<file path="src/rtl/mux_pkg.sv">
// mux_pkg: tree sizing and channel packing helpers for pipe_mux_n
package mux_pkg;
  function automatic int log2(input int n);
    int r;
    r = 0;
    for (int v = n - 1; v > 0; v = v >> 1) r++;
    return r;
  endfunction
  function automatic int levels(input int n);
    return log2(n);
  endfunction
  function automatic int stages(input int n, input int reg_every);
    return (levels(n) + reg_every - 1) / reg_every;
  endfunction
  function automatic int ch_off(input int k, input int width);
    return k * width;
  endfunction
endpackage

</file>
<file path="src/rtl/mux2.sv">
// mux2: vectorised 2:1 mux leaf, s=0 selects a
module mux2 #(
  parameter int WIDTH = 1
) (
  input  logic [WIDTH-1:0] a,
  input  logic [WIDTH-1:0] b,
  input  logic             s,
  output logic [WIDTH-1:0] y
);
  assign y = s ? b : a;
endmodule

</file>
<file path="src/rtl/pipe_mux_stage.sv">
// pipe_mux_stage: one group of mux tree levels plus its pipeline register
module pipe_mux_stage #(
  parameter int WIDTH = 32,
  parameter int IN_CH = 16,
  parameter int LVLS  = 1,
  parameter int CHW   = 4,
  parameter int BASE  = 0
) (
  input  logic                               clk,
  input  logic                               rst_n,
  input  logic                               adv,
  input  logic                               v_in,
  input  logic [CHW-1:0]                     ch_in,
  input  logic [IN_CH*WIDTH-1:0]             d,
  output logic                               v,
  output logic [CHW-1:0]                     ch,
  output logic [(IN_CH>>LVLS)*WIDTH-1:0]     q
);
  localparam int OUT_CH = IN_CH >> LVLS;
  logic [OUT_CH*WIDTH-1:0] t;
  // level l halves the channel count using select bit BASE+l of the carried index
  for (genvar l = 0; l < LVLS; l++) begin : g_l
    localparam int M = IN_CH >> (l + 1);
    logic [2*M*WIDTH-1:0] x;
    logic [M*WIDTH-1:0]   o;
    if (l == 0) begin : g_first
      assign x = d;
    end else begin : g_next
      assign x = g_l[l-1].o;
    end
    for (genvar k = 0; k < M; k++) begin : g_k
      mux2 #(.WIDTH(WIDTH)) u_mux (
        .a(x[2*k*WIDTH +: WIDTH]),
        .b(x[(2*k+1)*WIDTH +: WIDTH]),
        .s(ch_in[BASE+l]),
        .y(o[k*WIDTH +: WIDTH])
      );
    end
  end
  assign t = g_l[LVLS-1].o;
  always_ff @(posedge clk) begin
    if (!rst_n) begin
      v  <= 1'b0;
      ch <= '0;
      q  <= '0;
    end else if (adv) begin
      v  <= v_in;
      ch <= ch_in;
      q  <= t;
    end
  end
endmodule

</file>
<file path="src/rtl/pipe_mux_n.sv">
// pipe_mux_n: pipelined N:1 word mux with valid/ready flow and round-robin scan
module pipe_mux_n
  import mux_pkg::*;
#(
  parameter int WIDTH     = 32,
  parameter int N         = 16,
  parameter int REG_EVERY = 1,
  localparam int LG       = log2(N)
) (
  input  logic               clk,
  input  logic               rst_n,
  input  logic               mode_rr,
  input  logic [LG-1:0]      sel,
  input  logic [N*WIDTH-1:0] src,
  input  logic               in_valid,
  output logic               in_ready,
  output logic [WIDTH-1:0]   result,
  output logic [LG-1:0]      result_ch,
  output logic               out_valid,
  input  logic               out_ready
);
  localparam int S = stages(N, REG_EVERY);
  logic [S-1:0]  v;
  logic [S-1:0]  adv;
  logic [LG-1:0] ch [S];
  logic [LG-1:0] rr_ptr;
  logic [LG-1:0] eff_sel;
  assign eff_sel = mode_rr ? rr_ptr : sel;
  // stage i can move unless it and every stage after it is full while the consumer stalls
  for (genvar i = 0; i < S; i++) begin : g_adv
    assign adv[i] = out_ready || !(&v[S-1:i]);
  end
  assign in_ready  = adv[0];
  assign out_valid = v[S-1];
  assign result_ch = ch[S-1];
  always_ff @(posedge clk) begin
    if (!rst_n) rr_ptr <= '0;
    else if (in_valid && in_ready && mode_rr) rr_ptr <= rr_ptr + 1'b1;
  end
  for (genvar s = 0; s < S; s++) begin : g_s
    localparam int BASE = s * REG_EVERY;
    localparam int LV   = (LG - BASE < REG_EVERY) ? LG - BASE : REG_EVERY;
    localparam int IC   = N >> BASE;
    logic [IC*WIDTH-1:0]       d;
    logic [(IC>>LV)*WIDTH-1:0] q;
    logic [LG-1:0]             ci;
    logic                      vi;
    if (s == 0) begin : g_head
      assign d  = src;
      assign ci = eff_sel;
      assign vi = in_valid;
    end else begin : g_tail
      assign d  = g_s[s-1].q;
      assign ci = ch[s-1];
      assign vi = v[s-1];
    end
    pipe_mux_stage #(
      .WIDTH(WIDTH),
      .IN_CH(IC),
      .LVLS(LV),
      .CHW(LG),
      .BASE(BASE)
    ) u_stage (
      .clk(clk),
      .rst_n(rst_n),
      .adv(adv[s]),
      .v_in(vi),
      .ch_in(ci),
      .d(d),
      .v(v[s]),
      .ch(ch[s]),
      .q(q)
    );
  end
  assign result = g_s[S-1].q;
endmodule

</file>
<file path="config.mk">
export PLATFORM = sky130hd
export DESIGN_NAME = pipe_mux_n
export DESIGN_NICKNAME = d
export VERILOG_FILES = /design/src/rtl/mux_pkg.sv /design/src/rtl/mux2.sv /design/src/rtl/pipe_mux_stage.sv /design/src/rtl/pipe_mux_n.sv
export SDC_FILE = /design/constraint.sdc
export NUM_CORES = 1
export LEC_CHECK = 0
export CAP_MARGIN = 20
export CORE_MARGIN = 3
export CORE_UTILIZATION = 50
export CTS_CLUSTER_SIZE = 28
export DETAILED_ROUTE_END_ITERATION = 12
export PLACE_DENSITY = 0.88
export SLEW_MARGIN = 20
export SYNTH_ARGS = -nofsm -noshare
export SYNTH_HDL_FRONTEND = slang
export SYNTH_SLANG_ARGS = --single-unit
</file>
<file path="constraint.sdc">
create_clock -name clk -period 2.4 [get_ports clk]
set_clock_uncertainty 0.1 [all_clocks]
set_input_delay 0.72 -clock clk [delete_from_list [all_inputs] [get_ports clk]]
set_output_delay 0.72 -clock clk [all_outputs]
set_load 0.02 [all_outputs]
</file>
# Word-level counts from Yosys, hierarchy flattened
# Cells that the tools add are included.
# word_totals
latch_bits	0
inputBits	521
romBits	0
wordCells	43
mem_count	0
mem_bits_rw	0
ff_bits	504
# classes
shift	0
n_mux	16
div	0
n_addsub	1
n_mul	0
eq_ne	0
n_lt_le_gt_ge	0
bitwise_logic	0
n_reduce_logical	13
# op_table
cell	count
two-way mux 32 bit	15
adder 4 x 1 -> 4 bit, second input constant	1
logical NOT 1 bit	4
logical OR 1 bit	4
two-way mux 4 bit	1
AND reduction 4 bit	1
AND reduction 3 bit	1
logical AND 1 bit	2
AND reduction 2 bit	1

# Logic depth before layout (Yosys ltp)
# depth
depth_word	5
mapped_depth	6
mapped_depth_nobuf	4

# Modules after synthesis
# From an unflattened synthesis, not the netlist that was laid out.
# hier_totals
cells_unflattened	2181
area_unflattened_um2	27456.3
# modules_own_cells
module	n_inst	area_per_inst_um2	cells_per_inst
pipe_mux_stage at g_s[0].u_stage	1	9879.5	841
mux2	15	544.3	36
pipe_mux_stage at g_s[1].u_stage	1	5087.4	428
pipe_mux_stage at g_s[2].u_stage	1	2607.5	222
pipe_mux_stage at g_s[3].u_stage	1	1425.1	118
pipe_mux_n	1	292.8	32

# Worst setup path after synthesis
# Ideal clock, no wire load.
# synth_timing
kind	input -> output
startpoint	input out_ready
endpoint	output in_ready
path_slack_ps	49
path_buffers	2
arrival_time_ps	1531
path_stages	4
required_ps	1580
cell_sequence	and4b_1 -> buf_4 -> nand2_4 -> clkbuf_1
# synth_via
elab_chain_cells	1
# synth_lines
element	line_no	rtl
start: declaration	pipe_mux_n.sv:20	input logic out_ready
logical OR 1 bit	pipe_mux_n.sv:31	assign adv[i] = out_ready || !(&v[S-1:i]);
end: declaration	pipe_mux_n.sv:16	output logic in_ready,
# No other way between the ends.

# Worst setup path after layout
# Ends and elaborated chain as after synthesis.

==> flow_summary.toml <==
[status]
outcome = "complete, no violations"

[floorplanning]
die_w_um = 216
rows = 76
initial_core_util = 0.510
core_area_um2 = 43500
io_pins = 559
die_h_um = 216
die_area_um2 = 46900

[sta]
finalCritPeriodShare = 0.983
fin_ws_ps = 40.8
worst-slew-pin-transition_ps = 715
rsz0062_at_grt = "false"
setup_viol = 0
hold_viol = 0
period_needed_ps = 2360
hold_slack_ps = 355
setup_tns_ps = 0
slew_viol_final = 0
relSlewSlack = 0.523
max_freq_ghz = 0.424

[min_path]
hp-start = "g_s[1].u_stage.ch[1]$_SDFFE_PN0P_"
hold_path.class = "reg -> reg"

[placed_design]
dp_cells = 3565
dp_slack_ps = -599
place.gp.congestion = 0.911
hpwl_um = 55800
placed_area_um2 = 28800
numPortBuffers = 558

[critical_path]
crit_type = "in -> out"
startpoint_type = "input pin"
rr_startpoint = "g_s[2].u_stage.v$_SDFFE_PN0P_"
critPathLaunch = "out_ready"
end_kind = "output port"
critPathMaxFanout = 2
crit_required_ps = 1580
critPathArrivalTime_ps = 1540

[synth]
synth_seq_cells = 504
syn_avg_cell_area_um2 = 8.66
synth_cells = 2558
synth_cell_types = 26
synthesis.nets = 3080
yosys_warnings = 0
synth_seq_area_share = 0.455
synth.cell_area_um2 = 22200

[final_layout]
nFillCells = 3236
area_growth_pct = 37.7
final_nets = 3557
post-route-cell-area_um2 = 30500
drive_above_1_share = 0.0767
finalNonFillerCells = 3662
antenna_cells = 0

[power_and_ir_drop]
pwr-share-comb = 0.138
p_clk_frac = 0.401
seq_power_share = 0.461
ir_drop_v = 0.000526
swShare = 0.247
power.density_nw_per_um2 = 662
p_int_mw = 15.2
p_sw_mw = 4.98
power_leakage_nw = 11.7

[global_routing]
met1_usage = 0.390
grt_pass1_wl_um = 116000
grt.busiest_layer = "met2"
antenna_found_initial = 1
use_met2 = 0.527
grt.overflow.total = 0
use_met3 = 0.0635
grt_max_degree = 137
grt_pass1_vias = 21500
grt.total_usage = 0.309

[clock_tree]
clock_latency_ps = 600
clock-sinks = 504
clk_pin_slew_ps = 50
clock-root-buffer = "clkbuf_16"
ctsLongestPathBuffers = 3
cts_hold_buf = 0
cts_buffers = 53
htree_levels = 2
cts_tree = "built"

[routing]
vias = 21600
viasPerCell = 5.89
wire_per_inst_um = 20.7
ant_nets = 0
drtIter0Drc = 1909
dr.pass1.iters = 6
wl_um = 75900
drc = 0

[run]
maxCapViolCount = 0
repair_timing:
item                                   4_1_cts  5_1_grt
pin swaps                                    1        0
endpoints found under the hold margin        0        0
gates resized for setup                     44        2
setup endpoints to repair                   36        2
buffers inserted                             0        0
cell usage in the layout (no fill, tap or decap), types with 3 or more instances in the layout:
cell type / count
a21oi_1: 13
nor2_1: 230
nand2_1: 534
mux2i_1: 235
buf_4: 96
clkbuf_16: 55
buf_12: 47
nor3_1: 260
dfxtp_1: 500
nand2b_1: 3
clkbuf_8: 15
clkdlybuf4s50_1: 519
a211oi_1: 229
clkbuf_1: 16
a311oi_1: 256
clkinv_2: 7
dlygate4sd2_1: 36
routing by layer:
| metal | up-vias | part of all wire |
|---|---|---|
| li1 | 10300 | - |
| met1 | 10200 | 0.41 |
| met2 | 973 | 0.48 |
| met3 | 176 | 0.077 |
| met4 | 2 | 0.035 |
| met5 | - | 0.00017 |
sequential cells by signal, indices dropped and copies added, names as in the netlist:
name	count
g_s.u_stage.ch	16
g_s.u_stage.q	480
g_s.u_stage.v	4
rr_ptr	4
path summary, 6_finish.rpt:
path / endpoint / slack [ps] / depth (start not counted)
worst max register to register: g_s[0].u_stage.q[116]$_SDFFE_PN0P_ / 470 / 5
worst min-delay path: g_s[1].u_stage.ch[1]$_SDFFE_PN0P_ / 360 / 2
worst max-delay path: in_ready / 40 / 4
worst min register to register: g_s[1].u_stage.ch[1]$_SDFFE_PN0P_ / 360 / 2
cell families after synthesis:
kind of cell	count (synthesis)	share of synthesized area
multiplexers	237	0.108
AO/OA/AOI/OAI	498	0.182
adder cells (fa/ha/maj)	1	0.000565
AND/OR/NAND/NOR	1035	0.192
buffers and inverters	283	0.0627
flip-flops	504	0.455
critical path, stage by stage:
cell and delay, ps:
dlygate4sd2_1 250, and4b_2 360, nand2_8 60, buf_6 150
power by group through the flow:
stage | Clock (mW) | Combinational, mW | Sequential [mW]
floorplan | 0 | 1.30 | 9.32
global placement | 0 | 2.71 | 9.44
detailed placement | 0 | 2.75 | 9.47
CTS | 8.19 | 2.77 | 9.30
global route | 8.52 | 2.98 | 9.35
finish | 8.10 | 2.78 | 9.31
per-stage QoR:
stage | power, mW | utilization
6_report | 20.2 | 0.702
5_1_grt | 20.9 | 0.702
4_1_cts | 20.3 | 0.702
3_5_place_dp | 12.2 | 0.663
3_3_place_gp | 12.2 | 0.663
2_1_floorplan | 10.6 | -
layout make-up:
class                           instances  area [um2]  area share
Clock inverter                         11        91.3     0.00299
Clock buffer                           86        1640      0.0539
Sequential cell                       504       10100       0.331
Timing Repair Buffer                  701        7210       0.236
Tap cell                              585         732      0.0240
Multi-Input combinational cell       1771       10700       0.351
Inverter                                4        30.0    0.000984
Yosys cell counts, drive strengths merged:
| library cell | count | area (um2) |
|---|---|---|
| nor3 | 260 | 1300 |
| a21oi | 13 | 65.1 |
| nand3 | 2 | 10.0 |
| nand3b | 1 | 7.51 |
| dfxtp | 504 | 10100 |
| nor2 | 230 | 863 |
| nand4b | 1 | 8.76 |
| a311oi | 256 | 2240 |
| clkbuf | 110 | 413 |
| nand2b | 4 | 25.0 |
| inv | 3 | 11.3 |
| clkinv | 1 | 3.75 |
| a211oi | 229 | 1720 |
| and4b | 1 | 10.0 |
| mux2 | 1 | 11.3 |
| nand2 | 535 | 2020 |
| mux2i | 236 | 2370 |
| buf | 169 | 961 |
| nor2b | 1 | 6.26 |
| ha | 1 | 12.5 |
Note: power is estimated with default switching activity, not from simulation.
